**src/rtl/serial_deserializer_pkg.sv**
```systemverilog
// Shared types and default sizing for the serial deserializer front end.
package serial_pkg;

   typedef enum logic [1:0] {
      IDLE  = 2'd0,
      SHIFT = 2'd1,
      HOLD  = 2'd2
   } deser_state_t;

   localparam int DATA_WIDTH_DEF     = 8;
   localparam int SYNC_STAGES_DEF    = 2;
   localparam int TIMEOUT_CYCLES_DEF = 1000;

endpackage

```
**src/rtl/serial_deserializer_sync_edge_detect.sv**
```systemverilog
// Multi-flop synchroniser for an asynchronous strobe plus a single-cycle
// rising-edge pulse derived from the synchronised level.
module sync_edge_detect #(
   parameter int SYNC_STAGES = 2
) (
   input  logic clk,
   input  logic rst,
   input  logic async_in,
   output logic rise
);

   logic [SYNC_STAGES-1:0] sync_q;
   logic                   sync_d;

   // Walk the pin through the synchroniser chain and keep one delayed copy of the settled level.
   always_ff @(posedge clk) begin
      if (rst) begin
         sync_q <= '0;
         sync_d <= 1'b0;
      end else begin
         sync_q <= {sync_q[SYNC_STAGES-2:0], async_in};
         sync_d <= sync_q[SYNC_STAGES-1];
      end
   end

   // A held-high level produces exactly one pulse; a new pulse needs a low in between.
   assign rise = sync_q[SYNC_STAGES-1] & ~sync_d;

endmodule

```
**src/rtl/serial_deserializer.sv**
```systemverilog
// Serial-to-parallel front end: captures one data bit per write strobe edge,
// LSB first, and hands each complete word to the byte queue over valid/ready.
module serial_deserializer
   import serial_pkg::*;
#(
   parameter int DATA_WIDTH     = DATA_WIDTH_DEF,
   parameter int SYNC_STAGES    = SYNC_STAGES_DEF,
   parameter int TIMEOUT_CYCLES = TIMEOUT_CYCLES_DEF
) (
   input  logic                  clock_1MHz,
   input  logic                  rst,
   input  logic                  data_in,
   input  logic                  write_in,
   input  logic                  data_ready,
   output logic [DATA_WIDTH-1:0] data_out,
   output logic                  data_valid,
   output logic                  status_out,
   output logic                  overrun_out,
   output logic                  timeout_out
);

   localparam int CNT_W = $clog2(DATA_WIDTH) + 1;
   localparam int TO_W  = $clog2(TIMEOUT_CYCLES + 1);

   localparam logic [CNT_W-1:0] FULL_CNT = CNT_W'(DATA_WIDTH);
   localparam logic [TO_W-1:0]  TO_LAST  = TO_W'(TIMEOUT_CYCLES - 1);

   deser_state_t           state;
   logic [DATA_WIDTH-1:0]  shift_q;
   logic [CNT_W-1:0]       bit_cnt;
   logic [TO_W-1:0]        to_cnt;
   logic [SYNC_STAGES-1:0] data_sync;
   logic                   data_bit;
   logic                   write_rise;

   sync_edge_detect #(
      .SYNC_STAGES (SYNC_STAGES)
   ) u_write_sync (
      .clk      (clock_1MHz),
      .rst      (rst),
      .async_in (write_in),
      .rise     (write_rise)
   );

   // Data pin gets a chain of equal length so the sampled bit lines up with the strobe edge.
   always_ff @(posedge clock_1MHz) begin
      if (rst) begin
         data_sync <= '0;
      end else begin
         data_sync <= {data_sync[SYNC_STAGES-2:0], data_in};
      end
   end

   assign data_bit = data_sync[SYNC_STAGES-1];

   // Main controller: bit assembly, word hand-off, partial-word timeout and overrun reporting.
   always_ff @(posedge clock_1MHz) begin
      if (rst) begin
         state       <= IDLE;
         shift_q     <= '0;
         bit_cnt     <= '0;
         to_cnt      <= '0;
         data_out    <= '0;
         data_valid  <= 1'b0;
         status_out  <= 1'b1;
         overrun_out <= 1'b0;
         timeout_out <= 1'b0;
      end else begin
         overrun_out <= 1'b0;
         timeout_out <= 1'b0;
         case (state)
            IDLE: begin
               status_out <= 1'b1;
               bit_cnt    <= '0;
               to_cnt     <= '0;
               if (write_rise) begin
                  shift_q[0] <= data_bit;
                  bit_cnt    <= CNT_W'(1);
                  status_out <= 1'b0;
                  state      <= SHIFT;
               end
            end
            SHIFT: begin
               if (bit_cnt == FULL_CNT) begin
                  data_out   <= shift_q;
                  data_valid <= 1'b1;
                  to_cnt     <= '0;
                  state      <= HOLD;
                  if (write_rise) begin
                     overrun_out <= 1'b1;
                  end
               end else if (write_rise) begin
                  for (int i = 0; i < DATA_WIDTH; i++) begin
                     if (bit_cnt == CNT_W'(i)) begin
                        shift_q[i] <= data_bit;
                     end
                  end
                  bit_cnt <= bit_cnt + CNT_W'(1);
                  to_cnt  <= '0;
               end else if (to_cnt == TO_LAST) begin
                  timeout_out <= 1'b1;
                  bit_cnt     <= '0;
                  to_cnt      <= '0;
                  status_out  <= 1'b1;
                  state       <= IDLE;
               end else begin
                  to_cnt <= to_cnt + TO_W'(1);
               end
            end
            HOLD: begin
               if (write_rise) begin
                  overrun_out <= 1'b1;
               end
               if (data_ready) begin
                  data_valid <= 1'b0;
                  bit_cnt    <= '0;
                  status_out <= 1'b1;
                  state      <= IDLE;
               end
            end
            default: begin
               data_valid <= 1'b0;
               bit_cnt    <= '0;
               to_cnt     <= '0;
               status_out <= 1'b1;
               state      <= IDLE;
            end
         endcase
      end
   end

endmodule

```
**config.mk**
```make
export PLATFORM = sky130hd
export DESIGN_NAME = serial_deserializer
export DESIGN_NICKNAME = d
export VERILOG_FILES = /design/src/rtl/serial_deserializer_pkg.sv /design/src/rtl/serial_deserializer_sync_edge_detect.sv /design/src/rtl/serial_deserializer.sv
export SDC_FILE = /design/constraint.sdc
export NUM_CORES = 1
export LEC_CHECK = 0
export BUFFER_PORTS_ARGS = -buffer_cell sky130_fd_sc_hd__clkbuf_2
export CAP_MARGIN = 10
export CORE_MARGIN = 2
export CORE_UTILIZATION = 48
export CTS_CLUSTER_SIZE = 30
export DETAILED_ROUTE_END_ITERATION = 10
export HOLD_SLACK_MARGIN = 0.1
export PLACE_DENSITY = 0.66
export SLEW_MARGIN = 20
export SYNTH_ARGS = -nofsm -noshare
export SYNTH_HDL_FRONTEND = slang
export SYNTH_SLANG_ARGS = --single-unit
```
**constraint.sdc**
```tcl
create_clock -name clock_1MHz -period 3.8 [get_ports clock_1MHz]
set_input_delay 0.76 -clock clock_1MHz [delete_from_list [all_inputs] [get_ports clock_1MHz]]
set_output_delay 0.76 -clock clock_1MHz [all_outputs]
set_load 0.02 [all_outputs]
```
==> results.json, run 1 <==
{
  "wire_per_inst_um": 13.2,
  "synthDominantCellAreaShare_pct": 42.5,
  "io_pins": 17,
  "layout-drive-gt1-share_pct": 13.2,
  "ys_ff_latch": 41,
  "period_needed_ns": 2.34,
  "syn-cell-area_um2": 1930,
  "grt_max_degree": 31,
  "gr-usage-met3_pct": 5.00,
  "design.die.area_um2": 4550,
  "drc_errors": 0,
  "grt_overflow": 0,
  "die_x_um": 67.5,
  "cp-start-kind": "flop",
  "timing.rr.start": "state[1]",
  "viasPerCell": 5.36,
  "fin_crit_sh_pct": 61.4,
  "critPathMaxFanout": 16,
  "r2r_end": "shift_q[3]",
  "synthFlopType": "dfxtp_1",
  "start_util_pct": 49.0,
  "htree_levels": 2,
  "endpoint": "shift_q[3]",
  "worstSetupPathType": "reg2reg",
  "clk_pin_slew_ns": 0.08,
  "maxSlewViolCount": 0,
  "crit_required_ns": 3.97,
  "internal-power_w": 0.000677,
  "clk_latency_ns": 0.30,
  "final_common_cell": "dfxtp_1",
  "p_leak_nw": 0.820,
  "numCtsBuffers": 5,
  "cts.sinks": 41,
  "cellPowerDensity_nw_per_um2": 429,
  "synth_edf_count": 0,
  "grtUsageMet1_pct": 21.6,
  "max_freq_mhz": 428,
  "post_cts_resized": 0,
  "rsz0062_at_grt": "false",
  "synth_area_leaders": "dfxtp_1 (42%), ha_1 (5.8%), mux2i_1 (5.2%), nand2_1 (4.3%), nor2_1 (4.3%)",
  "syn_nets": 223,
  "synthCells": 209,
  "grt_pass1_wl_mm": 5.96,
  "finalClockSkew_ns": 0.00535,
  "antenna_found_initial": 0,
  "area_delta_synth_final_pct": 9.58,
  "peakVddDrop_uv": 232,
  "status": "finished, final reports clean",
  "power_frac_clock_pct": 37.1,
  "coreArea_um2": 3940,
  "detail-route-antenna-nets": 0,
  "hold_buffers": 0,
  "power_frac_comb_pct": 13.6,
  "maxCapViolCount": 0,
  "r2r_slack_ns": 1.46,
  "grt-busiest-layer": "met2",
  "crit_start": "state[1]",
  "hold_class": "reg2reg",
  "cts_tree": "done",
  "gr-usage-met2_pct": 28.8,
  "rr_worst_depth": 6,
  "place_area_um2": 2010,
  "grt_pass1_vias": 1284,
  "finalSetupViolations": 0,
  "power_w": 0.000909,
  "final_cell_mix": "dfxtp_1 (41), nor2_1 (22), nand2_1 (22)",
  "async_reset_ff_share_pct": 0,
  "die_y_um": 67.5,
  "syn_area_per_cell_um2": 9.25,
  "cts-root-buf": "clkbuf_8",
  "crit_path_end_kind": "flop",
  "yosys_warnings": 0,
  "maxSlewHeadroom_pct": 31.8,
  "finalInstanceArea_um2": 2120,
  "worstPathArrival_ns": 2.50,
  "wirelength_mm": 3.56,
  "synth.distinct_cells": 40,
  "io_buffers": 16,
  "grt_use_total_pct": 17.7,
  "cts_max_path_buffers": 2,
  "ys_seq_area_share_pct": 42.5,
  "row_count": 23,
  "fin_setup_tns_ns": 0,
  "worst_slew_pin_slew_ns": 1.01,
  "switchingPower_w": 0.000232,
  "finalHoldViolCount": 0,
  "postCtsSetupBuffers": 0,
  "netSwitchingFraction_pct": 25.5,
  "num_vias": 1446,
  "fillCellCount": 384,
  "nets": 234,
  "dp_hpwl_mm": 2.46,
  "post-place-ws_ns": 1.51,
  "setup_slack_ns": 1.46,
  "yosys.area.top_type": "dfxtp_1",
  "diodes": 0,
  "dr.pass1.iters": 4,
  "final_core_util_pct": 53.7,
  "seqPwrFrac_pct": 49.3,
  "drt_iter0_markers": 46,
  "gp_congestion": 0.756
}
==> cells by family after synthesis <==
group	after synthesis	share of synthesized area, %
buffers and inverters	18	4.34
muxes	10	5.18
adders and majority gates	9	5.83
xor gates and xnor gates	9	4.08
and+or+nand+nor	94	27.4
AOI/OAI and AO/OA	28	10.7
DFF	41	42.5
==> power by group through the flow <==
stage / Combinational (W) / Sequential (W) / Clock (W)
global route: 0.000140 / 0.000450 / 0.000360
global placement: 0.000122 / 0.000458 / 0
finish: 0.000124 / 0.000448 / 0.000337
CTS: 0.000124 / 0.000448 / 0.000350
detailed placement: 0.000124 / 0.000458 / 0
floorplan: 0.000100 / 0.000456 / 0
==> per-layer routing <==
| metal | up-vias | routed length [µm] |
|---|---|---|
| met5 | - | 0 |
| met4 | 0 | 74 |
| met3 | 6 | 126 |
| met2 | 26 | 1690 |
| met1 | 669 | 1660 |
| li1 | 745 | - |
==> per-stage QoR <==
step	hold slack, ns	instances
after detailed placement	0.423	263
after global routing	0.471	270
final	0.439	270
after CTS	0.441	270
after floorplan	0.414	209
after global placement	0.418	263
==> synth_stat cells, types with 2 or more instances <==
| cell | number |
|---|---|
| a21oi_1 | 12 |
| a31oi_1 | 2 |
| and4b_1 | 2 |
| buf_6 | 2 |
| clkbuf_1 | 9 |
| dfxtp_1 | 41 |
| ha_1 | 9 |
| inv_1 | 6 |
| mux2i_1 | 10 |
| nand2_1 | 22 |
| nand3_1 | 9 |
| nand3b_1 | 5 |
| nand4_1 | 4 |
| nand4b_1 | 4 |
| nor2_1 | 22 |
| nor2b_1 | 8 |
| nor3_1 | 6 |
| nor4bb_1 | 2 |
| o21ai_1 | 4 |
| o31ai_1 | 3 |
| xnor2_1 | 3 |
| xor2_1 | 6 |
==> registers in the layout, indices dropped and copies added, names as in the netlist <==
name	cells
bit_cnt	4
data_out	8
data_sync	2
data_valid	1
overrun_out	1
shift_q	8
state	2
status_out	1
timeout_out	1
to_cnt	10
u_write_sync.sync_d	1
u_write_sync.sync_q	2
==> critical path, stage by stage (launching register included) <==
cell	delay, ns
dfxtp_1	0.32
inv_1	0.11
ha_1	0.47
nor4bb_1	0.86
nand3b_1	0.21
mux2i_1	0.19
nor2_1	0.05
==> worst min path at each step <==
stage,start,endpoint,cells past startpoint
final,data_sync[0],data_sync[1],1
after global placement,data_sync[0],data_sync[1],1
after detailed placement,data_sync[0],data_sync[1],1
after global routing,data_sync[0],data_sync[1],1
after floorplan,data_sync[0],data_sync[1],1
after CTS,data_sync[0],data_sync[1],1
==> cell type report <==
class | instances | area (µm²) | share of cell area [%]
clock buffer | 5 | 68.8 | 3.25
tap | 50 | 62.6 | 2.95
timing repair buffer | 16 | 80.1 | 3.78
multi-input combinational | 150 | 1030 | 48.6
sequential | 41 | 821 | 38.7
inverter | 6 | 22.5 | 1.06
clock inverter | 2 | 35.0 | 1.65
Power figures use the tool's default switching activity.
==> run 2: changes to the inputs <==
clock period = 2.4 ns   (was 3.8 ns; I/O delays follow)
==> results.json, run 2 (synthesis results as in run 1) <==
{
  "die_x_um": 67.5,
  "finalClockSkew_ns": 0.0102,
  "diodes": 0,
  "maxSlewViolCount": 0,
  "design.die.area_um2": 4550,
  "cp-start-kind": "flop",
  "reg_top3": "to_cnt: 10 flops, data_out: 8 flops, shift_q: 8 flops",
  "fin_crit_sh_pct": 77.4,
  "maxSlewHeadroom_pct": 67.7,
  "finalHoldViolCount": 0,
  "postCtsSetupBuffers": 0,
  "final_cell_mix": "dfxtp_1 (41), nor2_1 (22), nand2_1 (22)",
  "dr_wl_met2_mm": 1.68,
  "cts.sinks": 41,
  "cts_max_path_buffers": 2,
  "status": "finished, final reports clean",
  "place_area_um2": 2040,
  "grt_pass1_vias": 1260,
  "num_vias": 1421,
  "dr.pass1.iters": 4,
  "period_needed_ns": 1.86,
  "drt_iter0_markers": 77,
  "cellPowerDensity_nw_per_um2": 680,
  "critPathMaxFanout": 16,
  "post_cts_resized": 0,
  "final_common_cell": "dfxtp_1",
  "hold_class": "in2reg",
  "fin_setup_tns_ns": 0,
  "crit_path_end_kind": "flop",
  "wirelength_met1_mm": 1.72,
  "dp_hpwl_mm": 2.45,
  "grt_overflow": 0,
  "finalSetupViolations": 0,
  "coreArea_um2": 3940,
  "viasPerCell": 5.17,
  "htree_levels": 2,
  "grt_max_degree": 18,
  "io_buffers": 16,
  "layout-drive-gt1-share_pct": 14.7,
  "detail-route-antenna-nets": 0,
  "crit_required_ns": 2.63,
  "clk_pin_slew_ns": 0.07,
  "die_y_um": 67.5,
  "p_leak_nw": 0.845,
  "row_count": 23,
  "rsz0062_at_grt": "false",
  "finalInstanceArea_um2": 2160,
  "worstSetupPathType": "reg2reg",
  "peakVddDrop_uv": 385,
  "drc_errors": 0,
  "nets": 238,
  "grt_pass1_wl_mm": 5.85,
  "clk_latency_ns": 0.29,
  "routed-wl-met3_um": 110,
  "largest_register_ff_count": 10,
  "numCtsBuffers": 5,
  "largest_register": "to_cnt",
  "max_freq_mhz": 538,
  "maxCapViolCount": 0,
  "wirelength_mm": 3.51,
  "cts_tree": "done",
  "wire_per_inst_um": 12.8,
  "antenna_found_initial": 0,
  "start_util_pct": 49.0,
  "fillCellCount": 357,
  "worstPathArrival_ns": 2.08,
  "gp_congestion": 0.815,
  "area_delta_synth_final_pct": 11.8,
  "cts-root-buf": "clkbuf_8",
  "worst_slew_pin_slew_ns": 0.484,
  "maxUsedRoutingLayer": "met3",
  "hold_buffers": 0,
  "io_pins": 17,
  "grt_use_total_pct": 17.2
}
[run 2: cell types whose count changed in the layout (fill, tap and decap cells not counted)]
cell,before,now
buf_4,0,4
clkbuf_1,0,1
clkbuf_8,5,6
clkinv_2,1,0
[run 2: critical path, stage by stage (launching register included)]
cell	delay, ns
dfxtp_1	0.32
inv_1	0.11
ha_1	0.47
inv_1	0.14
a311oi_4	0.38
a31oi_4	0.23
nor2_1	0.14
[run 2: worst paths after layout]
path,from,to,slack (ns),depth (start not counted)
worst max-delay path,state[1],to_cnt[1],0.54,6
worst min-delay path,data_in,data_sync[0],0.40,2
worst max register to register,state[1],to_cnt[1],0.54,6
worst min register to register,data_sync[0],data_sync[1],0.44,1
[run 2: through the flow]
step / setup slack, ns / hold slack, ns / utilization, % / total power (W) / instances
2_1_floorplan: 0.740 / 0.414 / - / 0.000881 / 209
3_3_place_gp: 0.598 / 0.420 / 51.9 / 0.000922 / 267
3_5_place_dp: 0.576 / 0.427 / 51.9 / 0.000922 / 267
4_1_cts: 0.533 / 0.388 / 54.8 / 0.00149 / 275
5_1_grt: 0.346 / 0.422 / 54.8 / 0.00154 / 275
6_report: 0.542 / 0.399 / 54.8 / 0.00147 / 275
[run 2: routing by layer]
metal  vias up  GRT usage, %
met2        25          27.1
met4         0          5.87
met5         -             0
met1       641          22.4
met3         0          5.17
li1        755             -
[run 2: area by class of cell]
class / instances / area [µm²] / share of cell area [%]
clock buffer: 7 / 86.3 / 4.00
clock inverter: 1 / 30.0 / 1.39
inverter: 6 / 22.5 / 1.04
multi-input combinational: 150 / 1030 / 47.6
sequential: 41 / 821 / 38.0
tap: 50 / 62.6 / 2.90
timing repair buffer: 20 / 110 / 5.10
[run 2: power breakdown]
part,total (W),internal [W],switching (W),leakage [nW]
clock,0.000561,0.000339,0.000222,0.0585
sequential,0.000710,0.000695,0.0000141,0.331
combinational,0.000198,0.0000775,0.000121,0.455
total,0.00147,0.00111,0.000357,0.845
